### src/rtl/uart_pkg.sv
// Shared UART definitions: state encoding, default payload width and line idle level.
// The receiver imports the same package so both ends agree on these values.
package uart_pkg;

    // Default payload width in bits.
    localparam int DATA_W_DEF = 8;

    // Level of the serial line when nothing is being sent; also the stop bit level.
    localparam logic IDLE_LEVEL = 1'b1;

    // Binary state encoding. Plain constants rather than an enum so older
    // code that compares against raw 3-bit values keeps working.
    typedef logic [2:0] uart_state_t;

    localparam uart_state_t ST_IDLE   = 3'd0;
    localparam uart_state_t ST_START  = 3'd1;
    localparam uart_state_t ST_DATA   = 3'd2;
    localparam uart_state_t ST_PARITY = 3'd3;
    localparam uart_state_t ST_STOP   = 3'd4;

endpackage

### src/rtl/uart_tx_serializer.sv
// Payload shift register plus bit counter for the UART transmitter.
// load captures a new byte and clears the counter; each shift moves the
// register one place towards the LSB and advances the counter, which stops
// at DATA_W-1. done flags the last payload bit; ser_bit is the current LSB.
module uart_tx_serializer
    import uart_pkg::*;
#(
    parameter int DATA_W = DATA_W_DEF
) (
    input  logic              clk1,
    input  logic              rst,
    input  logic              load,
    input  logic [DATA_W-1:0] load_data,
    input  logic              shift,
    output logic              done,
    output logic              ser_bit
);

    localparam int CNT_W = (DATA_W > 1) ? $clog2(DATA_W) : 1;
    localparam logic [CNT_W-1:0] CNT_LAST = CNT_W'(DATA_W - 1);

    logic [DATA_W-1:0] shreg_q;
    logic [DATA_W-1:0] shreg_d;
    logic [DATA_W-1:0] shifted;
    logic [CNT_W-1:0]  cnt_q;
    logic [CNT_W-1:0]  cnt_d;

    // Right-shift network: every bit takes its upper neighbour, the MSB fills with 0.
    genvar gi;
    generate
        for (gi = 0; gi < DATA_W; gi++) begin : g_shift
            if (gi == DATA_W - 1) begin : g_msb
                assign shifted[gi] = 1'b0;
            end else begin : g_mid
                assign shifted[gi] = shreg_q[gi + 1];
            end
        end
    endgenerate

    // Next-state logic: load wins over shift; the counter saturates at the last bit.
    always_comb begin
        shreg_d = shreg_q;
        cnt_d   = cnt_q;
        if (load) begin
            shreg_d = load_data;
            cnt_d   = '0;
        end else if (shift) begin
            shreg_d = shifted;
            if (cnt_q != CNT_LAST) begin
                cnt_d = cnt_q + CNT_W'(1);
            end
        end
    end

    // Register update with asynchronous clear.
    always_ff @(posedge clk1 or negedge rst) begin
        if (!rst) begin
            shreg_q <= '0;
            cnt_q   <= '0;
        end else begin
            shreg_q <= shreg_d;
            cnt_q   <= cnt_d;
        end
    end

    assign done    = (cnt_q == CNT_LAST);
    assign ser_bit = shreg_q[0];

endmodule

### src/rtl/uart_tx_frame.sv
// UART transmit framer: accepts a byte on data_valid & ready and sends
// start bit, DATA_W payload bits LSB first, optional parity bit and stop bit.
// tx_out and busy are registered from the current state, so the line lags
// the FSM by one cycle: the start bit appears one cycle after the FSM
// enters START, and a byte accepted in STOP follows the stop bit directly.
module uart_tx_frame
    import uart_pkg::*;
#(
    parameter int DATA_W = DATA_W_DEF
) (
    input  logic              clk1,
    input  logic              rst,
    input  logic [DATA_W-1:0] p_data,
    input  logic              data_valid,
    input  logic              par_en,
    input  logic              parity,
    output logic              ready,
    output logic              busy,
    output logic [DATA_W-1:0] calc_data,
    output logic              calc_en,
    output logic              tx_out
);

    uart_state_t       state_q;
    uart_state_t       state_d;
    logic              par_en_q;
    logic              par_en_d;
    logic [DATA_W-1:0] calc_data_q;
    logic [DATA_W-1:0] calc_data_d;
    logic              calc_en_q;
    logic              calc_en_d;
    logic              tx_out_q;
    logic              tx_out_d;
    logic              busy_q;
    logic              busy_d;

    logic              accept;
    logic              ser_done;
    logic              ser_bit;
    logic              ser_shift;

    uart_tx_serializer #(
        .DATA_W (DATA_W)
    ) u_serializer (
        .clk1      (clk1),
        .rst       (rst),
        .load      (accept),
        .load_data (p_data),
        .shift     (ser_shift),
        .done      (ser_done),
        .ser_bit   (ser_bit)
    );

    // A new byte can be taken while idle or while the stop bit is being set up.
    always_comb begin
        ready = (state_q == ST_IDLE) || (state_q == ST_STOP);
    end

    assign accept    = data_valid & ready;
    assign ser_shift = (state_q == ST_DATA);

    // Frame sequencing: IDLE -> START -> DATA x DATA_W -> [PARITY] -> STOP.
    always_comb begin
        state_d = state_q;
        case (state_q)
            ST_IDLE: begin
                if (accept) begin
                    state_d = ST_START;
                end
            end
            ST_START: begin
                state_d = ST_DATA;
            end
            ST_DATA: begin
                if (ser_done) begin
                    state_d = par_en_q ? ST_PARITY : ST_STOP;
                end
            end
            ST_PARITY: begin
                state_d = ST_STOP;
            end
            ST_STOP: begin
                state_d = accept ? ST_START : ST_IDLE;
            end
            default: begin
                state_d = ST_IDLE;
            end
        endcase
    end

    // Byte capture, parity-calculator handshake and line/busy values for the next cycle.
    always_comb begin
        par_en_d    = par_en_q;
        calc_data_d = calc_data_q;
        calc_en_d   = accept;
        if (accept) begin
            par_en_d    = par_en;
            calc_data_d = p_data;
        end

        busy_d = (state_q != ST_IDLE);

        case (state_q)
            ST_START:  tx_out_d = 1'b0;
            ST_DATA:   tx_out_d = ser_bit;
            ST_PARITY: tx_out_d = parity;
            default:   tx_out_d = IDLE_LEVEL;
        endcase
    end

    // State and output registers; reset drops the frame and returns the line to idle.
    always_ff @(posedge clk1 or negedge rst) begin
        if (!rst) begin
            state_q     <= ST_IDLE;
            par_en_q    <= 1'b0;
            calc_data_q <= '0;
            calc_en_q   <= 1'b0;
            tx_out_q    <= IDLE_LEVEL;
            busy_q      <= 1'b0;
        end else begin
            state_q     <= state_d;
            par_en_q    <= par_en_d;
            calc_data_q <= calc_data_d;
            calc_en_q   <= calc_en_d;
            tx_out_q    <= tx_out_d;
            busy_q      <= busy_d;
        end
    end

    assign calc_data = calc_data_q;
    assign calc_en   = calc_en_q;
    assign tx_out    = tx_out_q;
    assign busy      = busy_q;

endmodule

### config.mk
export PLATFORM = sky130hd
export DESIGN_NAME = uart_tx_frame
export DESIGN_NICKNAME = d
export VERILOG_FILES = /design/src/rtl/uart_pkg.sv /design/src/rtl/uart_tx_serializer.sv /design/src/rtl/uart_tx_frame.sv
export SDC_FILE = /design/constraint.sdc
export NUM_CORES = 1
export LEC_CHECK = 0
export ABC_AREA = 1
export CAP_MARGIN = 20
export CELL_PAD_IN_SITES_DETAIL_PLACEMENT = 1
export CELL_PAD_IN_SITES_GLOBAL_PLACEMENT = 1
export CORE_ASPECT_RATIO = 1.4
export CORE_MARGIN = 2
export CORE_UTILIZATION = 37
export CTS_CLUSTER_SIZE = 28
export DETAILED_ROUTE_END_ITERATION = 8
export GPL_ROUTABILITY_DRIVEN = 0
export PLACE_DENSITY_LB_ADDON = 0.1
export SYNTH_ARGS = -nofsm -noshare
export SYNTH_HDL_FRONTEND = slang
export SYNTH_SLANG_ARGS = --single-unit
### constraint.sdc
create_clock -name clk1 -period 1.6 [get_ports clk1]
set_input_delay 0.16 -clock clk1 [delete_from_list [all_inputs] [get_ports clk1]]
set_output_delay 0.16 -clock clk1 [all_outputs]
set_load 0.05 [all_outputs]
== Yosys cells after proc, flatten, opt, wreduce, memory -nomap -nowiden ==
Cells that the tools add are included.

* Bits in registers: 26
* Input port bits: 13
* Output and inout bits: 12
* Logic and storage cells: 36

* Add/sub/neg operators: 1
* Equal/unequal tests: 8
* Multiplexer cells: 11
* Bitwise logic cells: 1
* Reductions and logical operators: 7

{| class="wikitable"
|+ Operator list
! operator !! count
|-
| two-way mux 3 bit || 6
|-
| two-way mux 8 bit || 2
|-
| case mux 3 bit (5 select lines) || 1
|-
| equality test 3 x 2 -> 1 bit (second input constant) || 2
|-
| equality test 3 bit (second input constant) || 2
|-
| inequality test 2 bit (second input constant) || 2
|-
| AND reduction 2 bit || 2
|-
| nonzero test 2 bit || 2
|-
| adder 3 x 1 -> 3 bit (second input constant) || 1
|-
| equality test 3 x 1 -> 1 bit (second input constant) || 1
|-
| zero test 3 bit || 1
|-
| inequality test 3 bit (second input constant) || 1
|-
| case mux 1 bit (3 select lines) || 1
|-
| nonzero test 3 bit || 1
|-
| bitwise AND 1 bit || 1
|-
| logical OR 1 bit || 1
|-
| two-way mux 1 bit || 1
|}

== Logic depth before layout (Yosys ltp) ==
* Depth in word-level cells: 5
* Gate-level depth with buffers: 8
* Mapped depth without buffers: 8

== Hierarchy ==
Synthesis repeated with hierarchy kept, for this count alone.

* Cell total of the unflattened synthesis: 135
* Area, all modules: 1249.9 um^2

{| class="wikitable"
|+ By module, submodules not included
! module !! times used !! cells an instance !! area an instance (um^2) !! sequential area each (um^2)
|-
| uart_tx_frame || 1 || 70 || 676.9 || 376.6
|-
| uart_tx_serializer || 1 || 65 || 573.0 || 275.3
|}

== Worst setup path before layout ==
Ideal clock, no wire load.

* Kind: register -> register
* From: register state_q[0]
* To: register u_serializer.shreg_q[0]
* Setup time: 0.116 ns
* Data arrival time: 1.255 ns
* Required time: 1.484 ns
* Setup slack: 0.229 ns
* Cell stages (with the launch flop): 8
* Path buffers: 1
* Period minus slack after synthesis: 1.371 ns
* Path through: dfrtp_1 nor2_4 nand2_4 buf_6 nand2_1 o21ai_2 nand2_1 nand2_1

* Word-level cells in the longest chain between the ends: 4
* Elaborated cells on any way between the ends: 7
* Those cells by class: eq/ne (2); mux (1); bitwise (1); reduce/logical (3)

{| class="wikitable"
|+ RTL lines
! element !! line !! RTL
|-
| start: declaration || uart_tx_frame.sv:24 || <nowiki>uart_state_t state_q;</nowiki>
|-
| start signal: assignment || uart_tx_frame.sv:121 || <nowiki>state_q <= state_d;</nowiki>
|-
| equality test 3 bit / zero test 3 bit (equally long branches) || uart_tx_frame.sv:56 || <nowiki>ready = (state_q == ST_IDLE) || (state_q == ST_STOP);</nowiki>
|-
| logical OR 1 bit (*) || uart_tx_frame.sv:56 ||
|-
| via ready || uart_tx_frame.sv:17 || <nowiki>output logic ready,</nowiki>
|-
| bitwise AND 1 bit (*) || uart_tx_frame.sv:59 || <nowiki>assign accept = data_valid & ready;</nowiki>
|-
| two-way mux 8 bit / nonzero test 2 bit (equally long branches) || -- ||
|-
| end signal: assignment || uart_tx_serializer.sv:61 || <nowiki>shreg_q <= shreg_d;</nowiki>
|-
| end: declaration || uart_tx_serializer.sv:22 || <nowiki>logic [DATA_W-1:0] shreg_q;</nowiki>
|}

Mark *: on every way through the listed nets, which the timed path passes. The rest lies on a longest branch.
A chain may end at the register's enable or synchronous reset.

== Worst setup path in the final report ==
* From: register state_q[0]
* To: register u_serializer.shreg_q[1]

* Word-level cells in the longest chain between the ends: 4
* Elaborated cells on any way between the ends: 7
* Those cells by class: eq/ne (2); mux (1); bitwise (1); reduce/logical (3)

{| class="wikitable"
|+ RTL lines
! element !! line
|-
| equality test 3 bit / zero test 3 bit (equally long branches) || uart_tx_frame.sv:56
|-
| logical OR 1 bit || uart_tx_frame.sv:56
|-
| bitwise AND 1 bit || uart_tx_frame.sv:59
|-
| two-way mux 8 bit / nonzero test 2 bit (equally long branches) || --
|}

Parallel ways exist; a longest one is shown, timed or not.

==> key figures <==
Worst setup path
  – Crit-path slowest cell: dfrtp_1
  – Arr. time, crit path: 1630 ps
  – CP startpoint: state_q[0]
  – R2R Path End: u_serializer.shreg_q[1]
  – Endpoint type of the worst setup path: register
  – Reg2Reg Setup Slack: between 150 and 200 ps
  – Worst R2R Start: state_q[0]
  – CP endpoint: u_serializer.shreg_q[1]
  – Register-to-Register Path Depth: 6
  – Top cell by count, worst path: nand2_1
  – Worst-path maximum fanout: 25
  – Max stage delay on crit path: 440 ps
  – Crit-path cells: nor2_4, nand2_4, buf_4, o21ai_2, nand2_1, nand2_1
  – Worst EP required: 1810 ps
  – Startpoint types: register
  – Crit Path Category: register to register

Drt
  – Metal-1 WL: 1080 um
  – Met2 WL: 1380 um
  – Detailed Routing Iterations Pass 1: 4
  – DRC errors left: 0
  – Met3 wire length: 74 um
  – Routed Antenna Nets: 0
  – Post-Route WL: 2580 um
  – Vias: 951
  – Routed wire length per instance: 12.9 um
  – Initial detailed-routing violation count: 18
  – Vias per std cell: 4.76
  – Top Metal Used: met4

Layout
  – Layout cells sized above 1: 19.3%
  – Layout Utilization: 48.3%
  – Final nets: 177
  – Seq. cell area: 652 um^2
  – Design area: 1490 um^2
  – FILL cells: 386
  – Area Growth Syn to Fin: 25.3%
  – Ant diodes: 0
  – Multi-input logic area: between 400 and 500 um^2

STA
  – Crit path time final: between 1000 and 1500 ps
  – RSZ-0062 raised after global routing: false
  – Worst Skew: 4.16 ps
  – Final setup fails: 0
  – Final Max Slew Viols: 0
  – Max Freq: 0.707 GHz
  – Final period utilization: a little under 90%
  – Max-Slew Margin vs Limit: 76.9%
  – WHS: 269 ps
  – Setup Total Neg Slack: 0 ps
  – Final Hold Viols: 0
  – Measured slew at the worst slew-check pin: 346 ps

Yosys
  – Syn Area/Cell: 8.89 um^2
  – Seq/Total Area, Yosys: 54.7%
  – Synth top area share: between 50% and 60%
  – Post-synth net total: 149
  – Synth Instances: 134
  – Synth cell types: 18
  – Cell Area, Synth: 1190 um^2
  – Synthesized flop and latch total: 26
  – Synth area leaders: dfrtp_1 (53%), nand2_1 (19%), o21ai_2 (3.7%)
  – Yosys warns: 0
  – Post-synth top area cell: dfrtp_1

GRT
  – Largest net degree at the start of global routing: 27
  – Global-route wire length before repair: around 4500 um
  – GR Util All Layers: between 10% and 20%
  – Initial antenna violation count: 0
  – Vias in the first global route: 1,016
  – Total grt overflow: 0

Clock tree
  – Post_cts resized: 0
  – Clock transition at path regs: 80 ps
  – Num CTS Buffers: 3
  – # Post-CTS Setup Buffers: 0
  – Clk root buf: clkbuf_8
  – CTS tree: built
  – # hold bufs at CTS: 0
  – Clk Latency, worst-skew pair: 270 ps
  – CTS max path bufs: 2
  – H-tree depth: 1
  – CTS Sinks: 26

Floorplanning
  – Die Ht: 71.1 um
  – Initial Utilization: 38.5%
  – Die X: 52.0 um
  – Row cnt: 24
  – # IOs: 25
  – Die area: 3700 um^2
  – Core box area: 3090 um^2

Placement
  – Port bufs: 24
  – Post-DP Area: 1450 um^2
  – DP HPWL: ~2000 um

Pwr
  – Combinational Power Share: 53.7%
  – Share of power burned in registers: between 30% and 40%
  – Max IR drop VDD: 1330 uV
  – Psw: 1.57 mW
  – Pleak: 0.797 nW
  – Switching Fraction: 48.1%
  – Cell internal pwr: 1.70 mW
  – Design Power: 3.27 mW
  – Power Dens Cells: 2190 nW/um^2
  – Clock power frac: between 10% and 20%

Worst hold path
  – Hold Path Class: primary input to asynchronous set/reset pin

Job
  – Max Cap Violations: 0

Outcome
  – Status: completed
[state kept, by name, indices dropped and copies added, names as in the netlist]
| register | count |
|---|---|
| busy | 1 |
| calc_data | 8 |
| calc_en | 1 |
| par_en_q | 1 |
| state_q | 3 |
| tx_out | 1 |
| u_serializer.cnt_q | 3 |
| u_serializer.shreg_q | 8 |
[cell families after synthesis]
group,after synthesis,share of synthesized area [%]
adders and majority gates,2,2.10
and+or+nand+nor,77,29.5
AOI/OAI and AO/OA,13,7.04
DFF,26,54.7
buffers and inverters,16,6.62
[layout make-up]
| type | count | area share (%) |
|---|---|---|
| inverters | 13 | 3.27 |
| multi-input cells | 92 | 30.8 |
| flip-flops and latches | 26 | 43.7 |
| repair buffers | 26 | 15.9 |
| clock buffers | 4 | 3.02 |
| well taps | 39 | 3.27 |
[worst min-delay path by stage]
stage / start / endpoint / slack (ps) / depth (start not counted)
2_1_floorplan: rst / busy / -140 / 0
6_report: rst / state_q[0] / 270 / 2
3_3_place_gp: calc_data[2] / calc_data[2] / 470 / 2
4_1_cts: rst / calc_data[2] / 270 / 2
5_1_grt: rst / busy / 290 / 2
3_5_place_dp: u_serializer.shreg_q[4] / u_serializer.shreg_q[4] / 480 / 2
[placed cells by master (no fill, tap or decap), types with 2 or more instances in the layout]
| cell | netlist | final |
|---|---|---|
| buf_4 | 1 | 13 |
| clkbuf_8 | 0 | 3 |
| clkdlybuf4s50_1 | 0 | 12 |
| dfrtp_1 | 25 | 25 |
| ha_1 | 2 | 2 |
| inv_1 | 11 | 11 |
| inv_2 | 2 | 2 |
| nand2_1 | 61 | 61 |
| nand2_4 | 2 | 2 |
| nand3_1 | 7 | 7 |
| nand3b_1 | 2 | 2 |
| nor2_4 | 2 | 2 |
| o21ai_0 | 7 | 7 |
| o21ai_2 | 5 | 5 |
[per-layer routing]
metal / vias to the layer above / global-route usage (%)
met5: - / 0
met1: 463 / 18.4
met4: 0 / 7.89
met3: 4 / 2.11
li1: 469 / -
met2: 15 / 29.4
[metrics by stage]
stage | cells | worst slack, ps
after floorplan | 134 | 229
after global placement | 196 | 159
after detailed placement | 196 | 130
after CTS | 200 | 156
after global routing | 200 | 70.0
final | 200 | 185
[cell usage after synthesis]
| library cell | count |
|---|---|
| nand3_1 | 7 |
| inv_2 | 2 |
| nand2_2 | 1 |
| nand2_1 | 61 |
| dfstp_2 | 1 |
| nand3_4 | 1 |
| ha_1 | 2 |
| nand3b_1 | 2 |
| nor2_4 | 2 |
| buf_4 | 1 |
| nor2_1 | 1 |
| o21ai_0 | 7 |
| a21oi_1 | 1 |
| inv_1 | 11 |
| nand2_4 | 2 |
| o21ai_2 | 5 |
| buf_6 | 2 |
| dfrtp_1 | 25 |
[worst max-delay path: cells and delay by family, from the launching register on]
family	cells	cell delay [ps]
AND/OR/NAND/NOR	4	570
buffers and inverters	1	230
AO/OA/AOI/OAI	1	110
flip-flops	1	440
[power groups by stage]
stage / Combinational [mW] / Sequential [mW] / Clock (mW)
finish: 1.76 / 1.14 / 0.377
global route: 1.95 / 1.18 / 0.414
CTS: 1.80 / 1.14 / 0.401
detailed placement: 1.80 / 1.15 / 0
global placement: 1.74 / 1.14 / 0
floorplan: 0.841 / 1.58 / 0
Note: power is estimated with default switching activity, not from simulation.
